`src/rtl/axi4_burst_addr_gen.sv`:
```
// -----------------------------------------------------------------------------
// axi4_burst_addr_gen
//
// Per-beat address / byte-strobe generator for AXI4 bursts. One AW/AR-style
// command is accepted on the cmd_* handshake; the block then issues one
// handshaked beat descriptor per transfer (address, strobe, index, last).
// FIXED, INCR and WRAP bursts are supported. Illegal commands are consumed
// and answered with a one-cycle cmd_err pulse and no beats.
//
// Parameters
//   ADDRESS_WIDTH  width of command and beat addresses
//   DATA_WIDTH     data bus width in bits (power of two, 8..1024)
//   LENGTH         width of the burst length field (beats = len + 1)
//
// Ports
//   aclk, aresetn                 clock (rising edge), async active-low reset
//   cmd_valid / cmd_ready         command handshake
//   cmd_addr, cmd_len,
//   cmd_size, cmd_burst           command fields (AxADDR/AxLEN/AxSIZE/AxBURST)
//   beat_valid / beat_ready       beat descriptor handshake
//   beat_addr, beat_strb,
//   beat_idx, beat_last           current beat descriptor
//   cmd_err                       one-cycle pulse: accepted command was illegal
//   busy                          burst in progress
//
// Optional build macro
//   AXI4_BURST_4KB_CHECK_EN  when defined, an INCR burst whose last byte falls
//                            in a different 4 KB page than cmd_addr is
//                            rejected with cmd_err. When undefined, such
//                            bursts are generated linearly across the page.
// -----------------------------------------------------------------------------
module axi4_burst_addr_gen #(
  parameter int ADDRESS_WIDTH = 32,
  parameter int DATA_WIDTH    = 32,
  parameter int LENGTH        = 8
) (
  input  logic                       aclk,
  input  logic                       aresetn,
  input  logic                       cmd_valid,
  output logic                       cmd_ready,
  input  logic [ADDRESS_WIDTH-1:0]   cmd_addr,
  input  logic [LENGTH-1:0]          cmd_len,
  input  logic [2:0]                 cmd_size,
  input  logic [1:0]                 cmd_burst,
  output logic                       beat_valid,
  input  logic                       beat_ready,
  output logic [ADDRESS_WIDTH-1:0]   beat_addr,
  output logic [DATA_WIDTH/8-1:0]    beat_strb,
  output logic [LENGTH-1:0]          beat_idx,
  output logic                       beat_last,
  output logic                       cmd_err,
  output logic                       busy
);

  localparam int STRB_W = DATA_WIDTH / 8;
  localparam logic [2:0] MAX_SIZE = 3'($clog2(STRB_W));
  localparam logic [ADDRESS_WIDTH-1:0] ADDR_ONE  = ADDRESS_WIDTH'(1);
  localparam logic [ADDRESS_WIDTH-1:0] LANE_MASK = ADDRESS_WIDTH'(STRB_W - 1);

  localparam logic [1:0] BURST_FIXED = 2'b00;
  localparam logic [1:0] BURST_INCR  = 2'b01;
  localparam logic [1:0] BURST_WRAP  = 2'b10;
  localparam logic [1:0] BURST_RSVD  = 2'b11;

  typedef enum logic [0:0] {
    S_IDLE  = 1'b0,
    S_BURST = 1'b1
  } state_t;

  // ---------------------------------------------------------------------------
  // Address helpers
  // ---------------------------------------------------------------------------
  function automatic logic [ADDRESS_WIDTH-1:0] size_bytes(input logic [2:0] size);
    return ADDR_ONE << size;
  endfunction

  function automatic logic [ADDRESS_WIDTH-1:0] align_down(
    input logic [ADDRESS_WIDTH-1:0] addr,
    input logic [2:0]               size
  );
    return addr & ~(size_bytes(size) - ADDR_ONE);
  endfunction

  // Lanes lo..hi: lo is the byte lane of the address itself, hi is the last
  // lane of the size-aligned container. An unaligned address therefore only
  // enables the tail of its container.
  function automatic logic [STRB_W-1:0] lane_strb(
    input logic [ADDRESS_WIDTH-1:0] addr,
    input logic [2:0]               size
  );
    logic [ADDRESS_WIDTH-1:0] lo;
    logic [ADDRESS_WIDTH-1:0] hi;
    logic [STRB_W-1:0]        strb;
    lo = addr & LANE_MASK;
    hi = (align_down(addr, size) & LANE_MASK) + size_bytes(size) - ADDR_ONE;
    for (int i = 0; i < STRB_W; i++) begin
      strb[i] = (ADDRESS_WIDTH'(i) >= lo) && (ADDRESS_WIDTH'(i) <= hi);
    end
    return strb;
  endfunction

  // ---------------------------------------------------------------------------
  // State
  // ---------------------------------------------------------------------------
  state_t                     state_r,      state_nxt_s;
  logic                       ready_r,      ready_nxt_s;
  logic                       err_r,        err_nxt_s;
  logic                       beat_valid_r, beat_valid_nxt_s;
  logic [ADDRESS_WIDTH-1:0]   beat_addr_r,  beat_addr_nxt_s;
  logic [STRB_W-1:0]          beat_strb_r,  beat_strb_nxt_s;
  logic [LENGTH-1:0]          beat_idx_r,   beat_idx_nxt_s;
  logic                       beat_last_r,  beat_last_nxt_s;
  logic [1:0]                 burst_r,      burst_nxt_s;
  logic [2:0]                 size_r,       size_nxt_s;
  logic [LENGTH-1:0]          len_r,        len_nxt_s;
  logic [ADDRESS_WIDTH-1:0]   wrap_lower_r, wrap_lower_nxt_s;
  logic [ADDRESS_WIDTH-1:0]   wrap_bound_r, wrap_bound_nxt_s;

  logic                       cmd_fire_s;
  logic                       beat_fire_s;
  logic                       cmd_illegal_s;
  logic                       load_s;
  logic                       page_cross_s;
  logic                       wrap_len_ok_s;
  logic [ADDRESS_WIDTH-1:0]   cmd_bytes_s;
  logic [ADDRESS_WIDTH-1:0]   cmd_wsize_s;
  logic [ADDRESS_WIDTH-1:0]   cmd_wrap_lower_s;

  logic [ADDRESS_WIDTH-1:0]   step_bytes_s;
  logic [ADDRESS_WIDTH-1:0]   wrap_step_s;
  logic [ADDRESS_WIDTH-1:0]   next_addr_s;
  logic [STRB_W-1:0]          next_strb_s;
  logic [LENGTH-1:0]          next_idx_s;

  // cmd_ready is registered except for one term: during the final beat the
  // slot frees up in the same cycle the consumer takes it, which is what lets
  // a following command start with no bubble.
  assign beat_fire_s = beat_valid_r && beat_ready;
  assign cmd_ready   = ready_r || (beat_fire_s && beat_last_r);
  assign cmd_fire_s  = cmd_valid && cmd_ready;
  assign load_s      = cmd_fire_s && !cmd_illegal_s;

  assign beat_valid = beat_valid_r;
  assign beat_addr  = beat_addr_r;
  assign beat_strb  = beat_strb_r;
  assign beat_idx   = beat_idx_r;
  assign beat_last  = beat_last_r;
  assign cmd_err    = err_r;
  assign busy       = (state_r == S_BURST);

`ifdef AXI4_BURST_4KB_CHECK_EN
  logic [ADDRESS_WIDTH-1:0] incr_last_byte_s;

  // Page-crossing detection for INCR: compare the 4 KB page of the last byte
  // of the burst against the page of the start address.
  always_comb begin
    incr_last_byte_s = align_down(cmd_addr, cmd_size)
                     + ((ADDRESS_WIDTH'(cmd_len) + ADDR_ONE) << cmd_size)
                     - ADDR_ONE;
    if (cmd_burst == BURST_INCR) begin
      page_cross_s = (incr_last_byte_s >> 4'd12) != (cmd_addr >> 4'd12);
    end else begin
      page_cross_s = 1'b0;
    end
  end
`else
  assign page_cross_s = 1'b0;
`endif

  // Command legality check and WRAP window geometry of the offered command.
  always_comb begin
    cmd_bytes_s      = size_bytes(cmd_size);
    cmd_wsize_s      = (ADDRESS_WIDTH'(cmd_len) + ADDR_ONE) << cmd_size;
    cmd_wrap_lower_s = cmd_addr & ~(cmd_wsize_s - ADDR_ONE);
    wrap_len_ok_s    = (cmd_len == LENGTH'(1)) || (cmd_len == LENGTH'(3)) ||
                       (cmd_len == LENGTH'(7)) || (cmd_len == LENGTH'(15));
    if (cmd_burst == BURST_RSVD) begin
      cmd_illegal_s = 1'b1;
    end else if (cmd_size > MAX_SIZE) begin
      cmd_illegal_s = 1'b1;
    end else if ((cmd_burst == BURST_WRAP) && !wrap_len_ok_s) begin
      cmd_illegal_s = 1'b1;
    end else if ((cmd_burst == BURST_WRAP) &&
                 ((cmd_addr & (cmd_bytes_s - ADDR_ONE)) != '0)) begin
      cmd_illegal_s = 1'b1;
    end else begin
      cmd_illegal_s = page_cross_s;
    end
  end

  // Descriptor of the beat that follows the one currently presented.
  always_comb begin
    step_bytes_s = size_bytes(size_r);
    wrap_step_s  = beat_addr_r + step_bytes_s;
    next_addr_s  = beat_addr_r;
    case (burst_r)
      BURST_FIXED: next_addr_s = beat_addr_r;
      // Realigning each step makes beat n = aligned + n*bytes even when
      // beat 0 was unaligned.
      BURST_INCR:  next_addr_s = align_down(beat_addr_r, size_r) + step_bytes_s;
      BURST_WRAP: begin
        if (wrap_step_s == wrap_bound_r) begin
          next_addr_s = wrap_lower_r;
        end else begin
          next_addr_s = wrap_step_s;
        end
      end
      default:     next_addr_s = beat_addr_r;
    endcase
    if (burst_r == BURST_FIXED) begin
      next_strb_s = beat_strb_r;
    end else begin
      next_strb_s = lane_strb(next_addr_s, size_r);
    end
    next_idx_s = beat_idx_r + LENGTH'(1);
  end

  // FSM next-state and next values for every registered output.
  always_comb begin
    state_nxt_s      = state_r;
    ready_nxt_s      = ready_r;
    err_nxt_s        = cmd_fire_s && cmd_illegal_s;
    beat_valid_nxt_s = beat_valid_r;
    beat_addr_nxt_s  = beat_addr_r;
    beat_strb_nxt_s  = beat_strb_r;
    beat_idx_nxt_s   = beat_idx_r;
    beat_last_nxt_s  = beat_last_r;
    burst_nxt_s      = burst_r;
    size_nxt_s       = size_r;
    len_nxt_s        = len_r;
    wrap_lower_nxt_s = wrap_lower_r;
    wrap_bound_nxt_s = wrap_bound_r;

    if (load_s) begin
      beat_addr_nxt_s  = cmd_addr;
      beat_strb_nxt_s  = lane_strb(cmd_addr, cmd_size);
      beat_idx_nxt_s   = {LENGTH{1'b0}};
      beat_last_nxt_s  = (cmd_len == {LENGTH{1'b0}});
      burst_nxt_s      = cmd_burst;
      size_nxt_s       = cmd_size;
      len_nxt_s        = cmd_len;
      wrap_lower_nxt_s = cmd_wrap_lower_s;
      wrap_bound_nxt_s = cmd_wrap_lower_s + cmd_wsize_s;
    end else begin
      beat_addr_nxt_s  = beat_addr_r;
    end

    case (state_r)
      S_IDLE: begin
        if (load_s) begin
          state_nxt_s      = S_BURST;
          ready_nxt_s      = 1'b0;
          beat_valid_nxt_s = 1'b1;
        end else begin
          state_nxt_s      = S_IDLE;
          ready_nxt_s      = 1'b1;
          beat_valid_nxt_s = 1'b0;
        end
      end
      S_BURST: begin
        if (load_s) begin
          // Back-to-back: new command taken during the final beat.
          state_nxt_s      = S_BURST;
          ready_nxt_s      = 1'b0;
          beat_valid_nxt_s = 1'b1;
        end else if (beat_fire_s && beat_last_r) begin
          state_nxt_s      = S_IDLE;
          ready_nxt_s      = 1'b1;
          beat_valid_nxt_s = 1'b0;
        end else if (beat_fire_s) begin
          beat_addr_nxt_s  = next_addr_s;
          beat_strb_nxt_s  = next_strb_s;
          beat_idx_nxt_s   = next_idx_s;
          beat_last_nxt_s  = (next_idx_s == len_r);
        end else begin
          state_nxt_s      = S_BURST;
        end
      end
      default: begin
        state_nxt_s      = S_IDLE;
        ready_nxt_s      = 1'b0;
        beat_valid_nxt_s = 1'b0;
      end
    endcase
  end

  // State and output registers; reset clears everything including cmd_ready.
  always_ff @(posedge aclk or negedge aresetn) begin
    if (!aresetn) begin
      state_r      <= S_IDLE;
      ready_r      <= 1'b0;
      err_r        <= 1'b0;
      beat_valid_r <= 1'b0;
      beat_addr_r  <= {ADDRESS_WIDTH{1'b0}};
      beat_strb_r  <= {STRB_W{1'b0}};
      beat_idx_r   <= {LENGTH{1'b0}};
      beat_last_r  <= 1'b0;
      burst_r      <= 2'b00;
      size_r       <= 3'b000;
      len_r        <= {LENGTH{1'b0}};
      wrap_lower_r <= {ADDRESS_WIDTH{1'b0}};
      wrap_bound_r <= {ADDRESS_WIDTH{1'b0}};
    end else begin
      state_r      <= state_nxt_s;
      ready_r      <= ready_nxt_s;
      err_r        <= err_nxt_s;
      beat_valid_r <= beat_valid_nxt_s;
      beat_addr_r  <= beat_addr_nxt_s;
      beat_strb_r  <= beat_strb_nxt_s;
      beat_idx_r   <= beat_idx_nxt_s;
      beat_last_r  <= beat_last_nxt_s;
      burst_r      <= burst_nxt_s;
      size_r       <= size_nxt_s;
      len_r        <= len_nxt_s;
      wrap_lower_r <= wrap_lower_nxt_s;
      wrap_bound_r <= wrap_bound_nxt_s;
    end
  end

endmodule

```
`config.mk`:
```
export PLATFORM = sky130hd
export DESIGN_NAME = axi4_burst_addr_gen
export DESIGN_NICKNAME = d
export VERILOG_FILES = /design/src/rtl/axi4_burst_addr_gen.sv
export SDC_FILE = /design/constraint.sdc
export NUM_CORES = 1
export LEC_CHECK = 0
export BUFFER_PORTS_ARGS = -buffer_cell sky130_fd_sc_hd__buf_2
export CAP_MARGIN = 20
export CORE_AREA = 2 2 158 160
export DETAILED_ROUTE_END_ITERATION = 10
export DIE_AREA = 0 0 160 162
export PLACE_DENSITY = 0.69
export SLEW_MARGIN = 25
export SYNTH_ARGS = -nofsm -noshare
export SYNTH_HDL_FRONTEND = slang
export SYNTH_SLANG_ARGS = --single-unit
```
`constraint.sdc`:
```
create_clock -name aclk -period 16.58 [get_ports aclk]
set_input_delay 4.145 -clock aclk [delete_from_list [all_inputs] [get_ports aclk]]
set_output_delay 4.145 -clock aclk [all_outputs]
set_load 0.01 [all_outputs]
```
* After elaboration in Yosys (flattened, before gate mapping)
Index checks and enable logic that the tools add are counted.
** Storage, ports and cells
- Output and inout port bits :: 49
- Word-level logic and storage cells :: 128
- Input bits :: 49
- Bits in registers :: 126
** Operators by class
- $add $sub $neg :: 12
- Reductions and logical operators :: 24
- Muxes and demuxes :: 38
- Bitwise gates (word level) :: 9
- $lt $le $gt $ge :: 17
- Shift-type cells :: 3
- Eq/ne operators :: 12
** Operators with widths (number)
- 2-to-1 mux 32 bit :: 6
- subtractor 32 x 1 -> 32 bit, second input constant :: 5
- <= comparator 1 x 32 -> 1 bit, first input constant :: 4
- <= comparator 2 x 32 -> 1 bit, first input constant :: 4
- adder 32 bit :: 3
- bitwise AND 32 bit :: 3
- adder 2 x 32 -> 32 bit :: 2
- inverter 32 bit :: 2
- case mux 32 bit (2 select lines) :: 1
- << shifter 1 x 3 -> 32 bit, first input constant :: 2
- 2-to-1 mux 8 bit :: 5
- equality test 32 bit :: 1
- nonzero test 32 bit :: 1
- << shifter 9 x 3 -> 32 bit :: 1
- 2-to-1 mux 4 bit :: 6
- 2-to-1 mux 1 bit :: 17
- logical AND 1 bit :: 15
- adder 8 x 1 -> 9 bit, second input constant :: 1
- adder 8 x 1 -> 8 bit, second input constant :: 1
- equality test 8 x 1 -> 1 bit, second input constant :: 1
- equality test 8 x 2 -> 1 bit, second input constant :: 1
- equality test 8 x 3 -> 1 bit, second input constant :: 1
- equality test 8 x 4 -> 1 bit, second input constant :: 1
- equality test 8 bit :: 1
- 15 further kinds :: 30

* Depth between registers and ports, before layout
Gate-level depths: netlist (run 1).
- Depth after elaboration :: 16
- Mapped depth :: 37

* Least setup slack after synthesis (run 1)
No wires, ideal clock.
- Path kind :: in2reg
- Start :: input port cmd_len[0]
- End :: register wrap_bound_r[24]
- Required time :: 16440 ps
- Arrival time :: 8451 ps
- Cell stages on the path :: 22
- Setup time :: 140 ps
- Setup slack :: 7989 ps
- Buffers on the path :: 2
- Path through :: ha_1 > xor2_1 > mux2_2 > a221oi_1 > a21o_1 > and3_1 > clkbuf_1 > nand2_1 > nor3_1 > xnor2_1 > and2_1 > ha_1 > o21ai_0 > nand2b_1 > a21oi_1 > inv_1 > a31o_2 > or3_1 > o21a_1 > clkbuf_1 > a221oi_1 > a31oi_1
** RTL lines
- start, declared :: RTL line 42 : input logic [LENGTH-1:0] cmd_len,
- adder 8 x 1 -> 9 bit :: RTL line 173 : cmd_wsize_s = (ADDRESS_WIDTH'(cmd_len) + ADDR_ONE) << cmd_size;
- << shifter 9 x 3 -> 32 bit :: RTL line 173
- subtractor 32 x 1 -> 32 bit :: RTL line 174 : cmd_wrap_lower_s = cmd_addr & ~(cmd_wsize_s - ADDR_ONE);
- inverter 32 bit :: RTL line 174
- bitwise AND 32 bit :: RTL line 174
- named net cmd_wrap_lower_s[9] :: RTL line 127 : logic [ADDRESS_WIDTH-1:0] cmd_wrap_lower_s;
- adder 32 bit :: RTL line 243 : wrap_bound_nxt_s = cmd_wrap_lower_s + cmd_wsize_s;
- end signal, assigned :: RTL line 302 : wrap_bound_r <= {ADDRESS_WIDTH{1'b0}};
- end signal, assigned :: RTL line 316 : wrap_bound_r <= wrap_bound_nxt_s;
- end, declared :: RTL line 117 : logic [ADDRESS_WIDTH-1:0] wrap_bound_r, wrap_bound_nxt_s;
The timed path passes the listed nets, and every way through them passes these cells.
A chain may end at the register's enable or synchronous reset.

* Worst setup path in the final report (run 1)
- Start :: input port cmd_size[2]
- End :: register beat_addr_r[10] (netlist: beat_addr[10])
** Between the ends
- Word-level cells in the longest chain between the ends :: 16
** RTL lines
- start, declared :: RTL line 43 : input logic [2:0] cmd_size,
- << shifter 1 x 3 -> 32 bit :: RTL line 74 : return ADDR_ONE << size;
- subtractor 32 x 1 -> 32 bit
- bitwise AND 32 bit :: RTL line 184 : ((cmd_addr & (cmd_bytes_s - ADDR_ONE)) != '0)) begin
- nonzero test 32 bit :: RTL line 184
- logical AND 1 bit :: RTL line 183 : end else if ((cmd_burst == BURST_WRAP) &&
- 2-to-1 mux 1 bit :: RTL line 183
- 2-to-1 mux 1 bit :: RTL line 181 : end else if ((cmd_burst == BURST_WRAP) && !wrap_len_ok_s) begin
- 2-to-1 mux 1 bit (*) :: RTL line 179 : end else if (cmd_size > MAX_SIZE) begin
- 2-to-1 mux 1 bit (*) :: RTL line 177 : if (cmd_burst == BURST_RSVD) begin
- zero test 1 bit (*) :: RTL line 141 : assign load_s = cmd_fire_s && !cmd_illegal_s;
- logical AND 1 bit (*) :: RTL line 141
- 2-to-1 mux 32 bit :: RTL line 234 : if (load_s) begin
- 2-to-1 mux 32 bit :: RTL line 270 : end else if (beat_fire_s) begin
- 2-to-1 mux 32 bit :: RTL line 266 : end else if (beat_fire_s && beat_last_r) begin
- 2-to-1 mux 32 bit :: RTL line 261 : if (load_s) begin
- 2-to-1 mux 32 bit (*) :: RTL line 248 : case (state_r)
- end signal, assigned :: RTL line 294 : beat_addr_r <= {ADDRESS_WIDTH{1'b0}};
- end signal, assigned :: RTL line 308 : beat_addr_r <= beat_addr_nxt_s;
- end, declared :: RTL line 109 : logic [ADDRESS_WIDTH-1:0] beat_addr_r, beat_addr_nxt_s;
Mark *: on every way between the ends. The rest lies on a longest branch, timed or not.

==> summary.md, run 1 <==
| Metric | Value |
|---|---|
| Reg-to-reg slack, setup | `8.10 ns` |
| Number of hold violations in the final report | `0` |
| Worst skew pair latency | `0.44 ns` |
| Via/cell ratio | `6.43` |
| Relative contribution of the clock network to total power | `0.172` |
| Clock period minus worst slack | `9.61 ns` |
| Placeable core region | `24,100 sq um` |
| Sum Neg Setup Slack | `0 ns` |
| DPL Wire Length | `32,600 um` |
| All-layer global routing usage | `0.334` |
| Most common cell in the netlist | `sky130_fd_sc_hd__nand2_1` |
| Most numerous cell types in the synthesized netlist | `sky130_fd_sc_hd__nand2_1, sky130_fd_sc_hd__dfrtp_1, sky130_fd_sc_hd__nor2_1` |
| Clock transition at path regs | `0.07 ns` |
| Post-synthesis net count | `1,737` |
| Largest net degree at the start of global routing | `65` |
| Cell taking the most area after synthesis | `sky130_fd_sc_hd__dfrtp_1` |
| IR Drop Worst-Case VDD | `86.9 uV` |
| Fmax | `104 MHz` |
| Post-synthesis async set-or-reset flop share | `1.00` |
| Worst Reg-to-Reg Cells | `33` |
| Total overflow reported by the global router | `0` |
| Post-synthesis cell area | `12,400 sq um` |
| Cell at the root of the clock tree | `sky130_fd_sc_hd__clkbuf_16` |
| Num rows | `57` |
| WL per Instance | `22.0 um` |
| Die X | `160 um` |
| Cells after DPL | `1,947` |
| Most instantiated flip-flop cell in the synthesis netlist | `sky130_fd_sc_hd__dfrtp_1` |
| Max Slew Vio Count | `0` |
| TritonCTS clock tree | `built` |
| Crit-path cells | `buf_2 -> clkinv_1 -> nand3_1 -> ha_1 -> nand2_1 -> a21oi_1 -> ha_1 -> inv_1 -> a21oi_1 -> o211ai_1 -> nor4_1 -> nand4_1 -> a21oi_1 -> and3_4 -> buf_4 -> nor2_1 -> nand3_1 -> o221ai_1 -> mux2_2` |
| DR iter-0 viols | `1,614` |
| Post-route setup slack | `6.97 ns` |
| Classification of the worst-slack hold path | `reg2reg` |
| Type of the worst setup path | `in2reg` |
| Residual antenna-violating net count after detailed routing | `0` |
| Worst slack after detailed placement | `6.69 ns` |
| Fraction of power consumed by combinational cells | `0.524` |
| Initial standard-cell utilization of the core | `0.513` |
| Count of inserted antenna diode cells | `0` |
| CTS H-tree depth | `4` |
| Number of detailed-routing iterations run before antenna repair | `6` |
| Number of buffers created by CTS | `17` |
| Number of remaining DRC errors | `0` |
| Final setup violation count | `0` |
| Sequential area share after synthesis | `0.255` |
| Last weighted congestion value of the routability-driven placer | `0.967` |
| Top cells by area, synth | `sky130_fd_sc_hd__dfrtp_1, sky130_fd_sc_hd__nand2_1, sky130_fd_sc_hd__ha_1, sky130_fd_sc_hd__xnor2_1, sky130_fd_sc_hd__o21ai_0` |
| Hold-fix buffer count after cts | `0` |
| Worst Max-Slew Pin Slew | `0.988 ns` |
| Startpoint of the most critical setup path | `cmd_size[2]` |
| Layout area overhead | `9.17%` |
| Switching power | `1.09 mW` |
| Top-area cell type share of the netlist area | `0.255` |
| Number of buffers added on ports | `97` |
| Destination of the worst register-to-register timing path | `beat_strb[3]$_DFFE_PN0P_` |
| Final critical-path share of the clock period | `0.580` |
| Number of enable-type register cells in the synthesized netlist | `0` |
| CP peak stage delay | `0.73 ns` |
| Normalized max-slew margin | `0.341` |
| Filler cells | `2,386` |
| End point of the critical path | `beat_addr[10]$_DFFE_PN0P_` |
| Setup bufs post-CTS | `0` |
| Die ar. | `25,900 sq um` |
| Maximum number of buffers from clock root to sink | `2` |
| Cell area power density | `164 nW/um^2` |
| Internal cell power | `1.12 mW` |
| Crit path top cell by count | `sky130_fd_sc_hd__a21oi_1` |
| P_leak | `5.92 nW` |
| Count of distinct cell types in the synthesized netlist | `84` |
| Worst Clk Skew | `0.0160 ns` |
| Final Non-Filler Cells | `1,979` |
| Count of mapped cells out of synthesis | `1,624` |
| Part of the power in registers | `0.305` |
| Flip-flop and latch count after synthesis | `126` |
| Via count of the first global-routing pass | `11,753` |
| Required @ worst endpoint | `16.89 ns` |
| Clock net sink count | `126` |
| Sort of element at the start of the critical path | `input port` |
| Number of warnings printed during yosys synthesis | `0` |
| Antenna violations before repair | `0` |
| Post-cts gate resize count | `0` |
| Height of the chip | `162 um` |
| Syn avg cell area | `7.62 sq um` |
| Arrival time of the worst setup path | `9.93 ns` |
| Detailed-route via count | `12,720` |
| Crit. End Element | `flop` |
| Number of top-level pins | `98` |
| Max cap viols | `0` |
| First-pass GRT wire length | `68,100 um` |
| Cell with the biggest individual delay on the critical path | `sky130_fd_sc_hd__clkinv_1` |
| Total Nets Final | `1,755` |
| Crit Path Max Fanout | `62` |
| Switching portion of total power | `0.493` |
| Run status | `completed` |
| Final WL | `43,400 um` |
| RSZ-0062 raised after global routing | `no` |
| Reg2reg start | `size_r[2]$_DFFE_PN0P_` |
| Fraction of layout cells with a size suffix above 1 | `0.105` |
-- power groups by stage --
stage | clock network [mW] | registers [mW] | logic (mW)
after floorplan | 0 | 0.550 | 0.893
after global placement | 0 | 0.660 | 1.12
after detailed placement | 0 | 0.662 | 1.13
after CTS | 0.381 | 0.658 | 1.14
after global routing | 0.394 | 0.686 | 1.28
final | 0.380 | 0.673 | 1.16
-- cell usage in the layout, fill, tap and decap left out, types with 7 or more instances in the layout --
master	Yosys	layout
sky130_fd_sc_hd__nand2_1	255	255
sky130_fd_sc_hd__dfrtp_1	126	126
sky130_fd_sc_hd__nor2_1	120	119
sky130_fd_sc_hd__o21ai_0	110	110
sky130_fd_sc_hd__buf_2	11	96
sky130_fd_sc_hd__a21oi_1	91	91
sky130_fd_sc_hd__xnor2_1	83	83
sky130_fd_sc_hd__nand3_1	65	64
sky130_fd_sc_hd__ha_1	62	62
sky130_fd_sc_hd__inv_1	53	53
sky130_fd_sc_hd__xor2_1	51	51
sky130_fd_sc_hd__a22oi_1	45	45
sky130_fd_sc_hd__nor3_1	35	35
sky130_fd_sc_hd__a21o_1	29	29
sky130_fd_sc_hd__nand4_1	23	23
sky130_fd_sc_hd__nor2b_1	22	22
sky130_fd_sc_hd__mux2i_1	20	20
sky130_fd_sc_hd__and2_1	20	20
sky130_fd_sc_hd__and3_1	20	19
sky130_fd_sc_hd__o211ai_1	19	19
sky130_fd_sc_hd__o21a_1	17	17
sky130_fd_sc_hd__clkbuf_16	0	17
sky130_fd_sc_hd__mux2_2	16	16
sky130_fd_sc_hd__nand2b_1	16	16
sky130_fd_sc_hd__a211oi_1	15	15
sky130_fd_sc_hd__nor4_1	14	14
sky130_fd_sc_hd__a31oi_1	13	13
sky130_fd_sc_hd__o221ai_1	13	13
sky130_fd_sc_hd__or3_1	12	12
sky130_fd_sc_hd__a221oi_1	10	10
sky130_fd_sc_hd__o31ai_1	9	9
sky130_fd_sc_hd__a211o_1	8	8
sky130_fd_sc_hd__nor3b_1	8	8
sky130_fd_sc_hd__o21bai_1	8	8
sky130_fd_sc_hd__o22ai_1	7	7
sky130_fd_sc_hd__o2111ai_1	7	7
-- worst min-delay path by stage --
stage | depth (start not counted) | start | end | slack (ns)
final | 2 | wrap_lower_r[5]$_DFFE_PN0P_ | wrap_lower_r[5]$_DFFE_PN0P_ | 0.47
after global routing | 2 | wrap_lower_r[16]$_DFFE_PN0P_ | wrap_lower_r[16]$_DFFE_PN0P_ | 0.51
after CTS | 2 | wrap_lower_r[5]$_DFFE_PN0P_ | wrap_lower_r[5]$_DFFE_PN0P_ | 0.48
after detailed placement | 2 | wrap_lower_r[5]$_DFFE_PN0P_ | wrap_lower_r[5]$_DFFE_PN0P_ | 0.46
after global placement | 2 | wrap_lower_r[5]$_DFFE_PN0P_ | wrap_lower_r[5]$_DFFE_PN0P_ | 0.45
after floorplan | 2 | wrap_lower_r[2]$_DFFE_PN0P_ | wrap_lower_r[2]$_DFFE_PN0P_ | 0.43
-- critical path: cells and delay by family --
kind	cells	cell delay, ns
AOI/OAI and AO/OA	5	0.96
adders and majority gates	2	0.37
buffers and inverters	4	1.95
muxes	1	0.31
and+or+nand+nor	7	2.16
-- through the flow --
step	power [mW]	utilization	hold WS [ns]	area (sq um)
2_1_floorplan	1.44	-	0.435	12400
3_3_place_gp	1.78	0.536	0.454	12900
3_5_place_dp	1.80	0.536	0.460	12900
4_1_cts	2.18	0.560	0.475	13500
5_1_grt	2.36	0.560	0.506	13500
6_report	2.21	0.560	0.475	13500
-- per-layer routing --
metal,vias to the layer above,global-route usage,share of wire
li1,5889,-,-
met1,6084,0.484,0.44
met2,665,0.493,0.43
met3,82,0.0797,0.11
met4,0,0.106,0.029
met5,-,0,0
-- cell type report --
cell class              count  area (sq um)  share of cell area
multi-input cells        1341          8630               0.639
flip-flops and latches    126          3150               0.233
repair buffers            102           529              0.0392
clock buffers              17           425              0.0315
well taps                 324           405              0.0300
inverters                  54           203              0.0150
clock inverters            15           166              0.0123
-- registers in the layout (all words and copies together) (netlist names) --
signal and count:
beat_valid 1, cmd_err 1, beat_last 1, burst_r 2, ready_r 1, size_r 3
wrap_lower_r 32, len_r 8, beat_strb 4, busy 1, beat_addr 32, beat_idx 8
wrap_bound_r 32
-- cells by family (layout without fill, tap and decap cells) --
group | count (synthesis) | after routing | share of synthesized area
buf+inv | 157 | 188 | 0.0497
mux | 38 | 38 | 0.0337
compound gates | 456 | 456 | 0.244
simple gates | 645 | 645 | 0.249
flops | 126 | 126 | 0.255
xor+xnor | 138 | 138 | 0.102
fa+ha+maj | 64 | 64 | 0.0659
Note: power is estimated with default switching activity, not from simulation.
==> run 2, diff against run 1 <==
- clock period: 16.58 -> 9.7 ns (I/O delays scaled with it)
==> run 2 against run 1 <==
Die area is the same. Final area about the same. Hold slack about the same. Critical path depth unchanged. Worst setup slack lost 5.0 ns. Non-clock buffer count is 1 higher. Sequential share of layout area barely moved. First-iteration DRC count is 11% higher. Count of clock-buffer cells in the layout unchanged. Clock skew grew 0.0052 ns. Largest power group unchanged. Highest routed layer is now met5.
==> summary.md, run 2 (same netlist as run 1, synthesis figures left out) <==
| Metric | Value |
|---|---|
| RSZ-0062 raised after global routing | `no` |
| Fmax | `130 MHz` |
| CP Buf/Inv Count | `3 (-1)` |
| Setup bufs post-CTS | `0 (unchanged)` |
| Number of hold violations in the final report | `0 (unchanged)` |
| Required @ worst endpoint | `9.98 ns (-6.91 ns)` |
| Number of buffers added on ports | `97 (unchanged)` |
| Placeable core region | `24,100 sq um (unchanged)` |
| Clock transition at path regs | `0.07 ns (about the same)` |
| Clock period minus worst slack | `7.68 ns` |
| Number of remaining DRC errors | `0 (unchanged)` |
| Crit path top cell by count | `sky130_fd_sc_hd__a21oi_1` |
| Cell area power density | `282 nW/um^2 (+72%)` |
| Final setup violation count | `0 (unchanged)` |
| Number of buffers created by CTS | `17 (unchanged)` |
| Num rows | `57 (unchanged)` |
| Switching power | `1.89 mW (+74%)` |
| Worst Max-Slew Pin Slew | `0.996 ns (+0.00758 ns)` |
| Crit Path Max Fanout | `39 (-37%)` |
| First-pass GRT wire length | `69,000 um (+1.3%)` |
| Part of the power in registers | `0.302 (-0.003)` |
| Switching portion of total power | `0.496 (+0.00320)` |
| Commonest cells after routing, fill and taps aside | `sky130_fd_sc_hd__nand2_1, sky130_fd_sc_hd__dfrtp_1, sky130_fd_sc_hd__nor2_1` |
| DR iter-0 viols | `1,790 (+11%)` |
| Number of top-level pins | `98 (unchanged)` |
| Crit. End Element | `flop` |
| Cell with the biggest individual delay on the critical path | `sky130_fd_sc_hd__clkinv_1` |
| Internal cell power | `1.92 mW (+71%)` |
| Hold-fix buffer count after cts | `0 (unchanged)` |
| Fraction of power consumed by combinational cells | `0.525 (about the same)` |
| Last weighted congestion value of the routability-driven placer | `1.07 (+10%)` |
| Detailed-route via count | `12,709 (-0.086%)` |
| Arrival time of the worst setup path | `7.97 ns (-1.96 ns)` |
| CTS H-tree depth | `4 (unchanged)` |
| Worst skew pair latency | `0.44 ns (about the same)` |
| Die ar. | `25,900 sq um (unchanged)` |
| Relative contribution of the clock network to total power | `0.173 (about the same)` |
| DPL Wire Length | `33,200 um (+2.1%)` |
| Normalized max-slew margin | `0.336 (-0.00505)` |
| WL per Instance | `22.2 um (+1.3%)` |
| Height of the chip | `162 um (unchanged)` |
| Most common cell after layout, fill and taps aside | `sky130_fd_sc_hd__nand2_1` |
| Crit-path cells | `buf_2 -> clkinv_1 -> nand3_1 -> ha_1 -> nand2_1 -> a21oi_1 -> ha_1 -> inv_1 -> a21oi_1 -> o211ai_1 -> nor4_1 -> nand4_1 -> a21oi_1 -> and3_4 -> nor2_1 -> nand3_1 -> a211oi_1 -> a221oi_1 -> o21ai_0` |
| Via count of the first global-routing pass | `11,849 (+0.82%)` |
| Final critical-path share of the clock period | `0.792` |
| Max cap viols | `0 (unchanged)` |
| Layout area overhead | `9.27% (about the same)` |
| Count of inserted antenna diode cells | `0 (unchanged)` |
| TritonCTS clock tree | `built` |
| Family of cells with the greatest summed delay on the critical path | `simple AND/OR/NAND/NOR gates` |
| Number of detailed-routing iterations run before antenna repair | `8 (+2)` |
| All-layer global routing usage | `0.340 (+0.00568)` |
| Classification of the worst-slack hold path | `reg2reg` |
| Sort of element at the start of the critical path | `input port` |
| Residual antenna-violating net count after detailed routing | `0 (unchanged)` |
| Clock net sink count | `126 (unchanged)` |
| Max Slew Vio Count | `0 (unchanged)` |
| Antenna violations before repair | `1 (+1)` |
| Final WL | `44,000 um (+1.3%)` |
| Total overflow reported by the global router | `0 (unchanged)` |
| Via/cell ratio | `6.42 (-0.14%)` |
| CP peak stage delay | `0.83 ns (+0.10 ns)` |
| P_leak | `5.93 nW (+0.11%)` |
| Type of the worst setup path | `in2reg` |
| Post-cts gate resize count | `0 (unchanged)` |
| Placed Instance Area | `12,900 sq um (about the same)` |
| Largest net degree at the start of global routing | `65 (unchanged)` |
| Total Nets Final | `1,756 (+0.057%)` |
| Fraction of layout cells with a size suffix above 1 | `0.105 (+0.000541)` |
| Cell at the root of the clock tree | `sky130_fd_sc_hd__clkbuf_16` |
| Maximum number of buffers from clock root to sink | `2 (unchanged)` |
| Sum Neg Setup Slack | `0 ns (unchanged)` |
| Worst Clk Skew | `0.0212 ns (+0.00521 ns)` |
| Initial standard-cell utilization of the core | `0.513 (unchanged)` |
| Run status | `completed` |
| Die X | `160 um (unchanged)` |
| Post-route cell area | `13,500 sq um (about the same)` |
| IR Drop Worst-Case VDD | `115 uV (+32%)` |
==> run 2: cell types whose count changed in the layout (fill, tap and decap cells not counted) <==
cell,before,now
sky130_fd_sc_hd__buf_4,5,6
sky130_fd_sc_hd__clkinv_4,3,2
sky130_fd_sc_hd__clkinv_8,3,4
sky130_fd_sc_hd__inv_6,4,5
sky130_fd_sc_hd__inv_8,5,4
==> run 2: final cells by class <==
type                            instances  area, sq um
Sequential cell                       126         3150
Tap cell                              324          405
Timing Repair Buffer                  103          537
Multi-Input combinational cell       1341         8630
Inverter                               54          203
Clock buffer                           17          425
Clock inverter                         15          171
Fill cell                            2374        10600
==> run 2: path summary, 6_finish.rpt <==
kind                       slack [ns]  depth (start not counted)                        start                          end
setup / recovery                 2.02                         19                  cmd_size[2]    beat_addr[15]$_DFFE_PN0P_
hold / removal                   0.48                          2  wrap_lower_r[2]$_DFFE_PN0P_  wrap_lower_r[2]$_DFFE_PN0P_
setup reg to reg                 2.02                         33        size_r[2]$_DFFE_PN0P_     beat_strb[3]$_DFFE_PN0P_
hold reg to reg                  0.48                          2  wrap_lower_r[2]$_DFFE_PN0P_  wrap_lower_r[2]$_DFFE_PN0P_
max in group asynchronous        6.36                          2                      aresetn  wrap_lower_r[3]$_DFFE_PN0P_
min in group asynchronous        1.96                          1                      aresetn        beat_idx[7]$_DFF_PN0_
==> run 2: worst register-to-register path: cells and delay by family, from the launching register on <==
| family | cells | cell delay [ns] |
|---|---|---|
| flops | 1 | 0.57 |
| fa+ha+maj | 4 | 1.08 |
| mux | 1 | 0.18 |
| buf+inv | 1 | 0.06 |
| simple gates | 14 | 2.71 |
| compound gates | 13 | 2.95 |
==> run 2: metal layers <==
metal / up-vias / track usage / wire length, um
li1: 5895 / - / -
met1: 6065 / 0.501 / 19500
met2: 662 / 0.496 / 18700
met3: 85 / 0.0743 / 4560
met4: 2 / 0.106 / 1250
met5: - / 0 / 16
==> run 2: power by group through the flow <==
stage          sequential, mW  clock, mW  combinational, mW
6_report                 1.15      0.658               2.00
5_1_grt                  1.17      0.684               2.22
4_1_cts                  1.12      0.658               1.97
3_5_place_dp             1.13          0               1.96
3_3_place_gp             1.13          0               1.94
2_1_floorplan           0.940          0               1.53
==> run 2: per-stage QoR <==
step           utilization  instances  hold WS (ns)  power [mW]  worst slack [ns]
6_report             0.561       1980         0.475        3.81              2.02
5_1_grt              0.561       1980         0.498        4.07              1.16
4_1_cts              0.561       1980         0.477        3.76              2.03
3_5_place_dp         0.536       1948         0.462        3.09              1.65
3_3_place_gp         0.536       1948         0.452        3.07              1.83
2_1_floorplan            -       1624         0.435        2.47              2.83
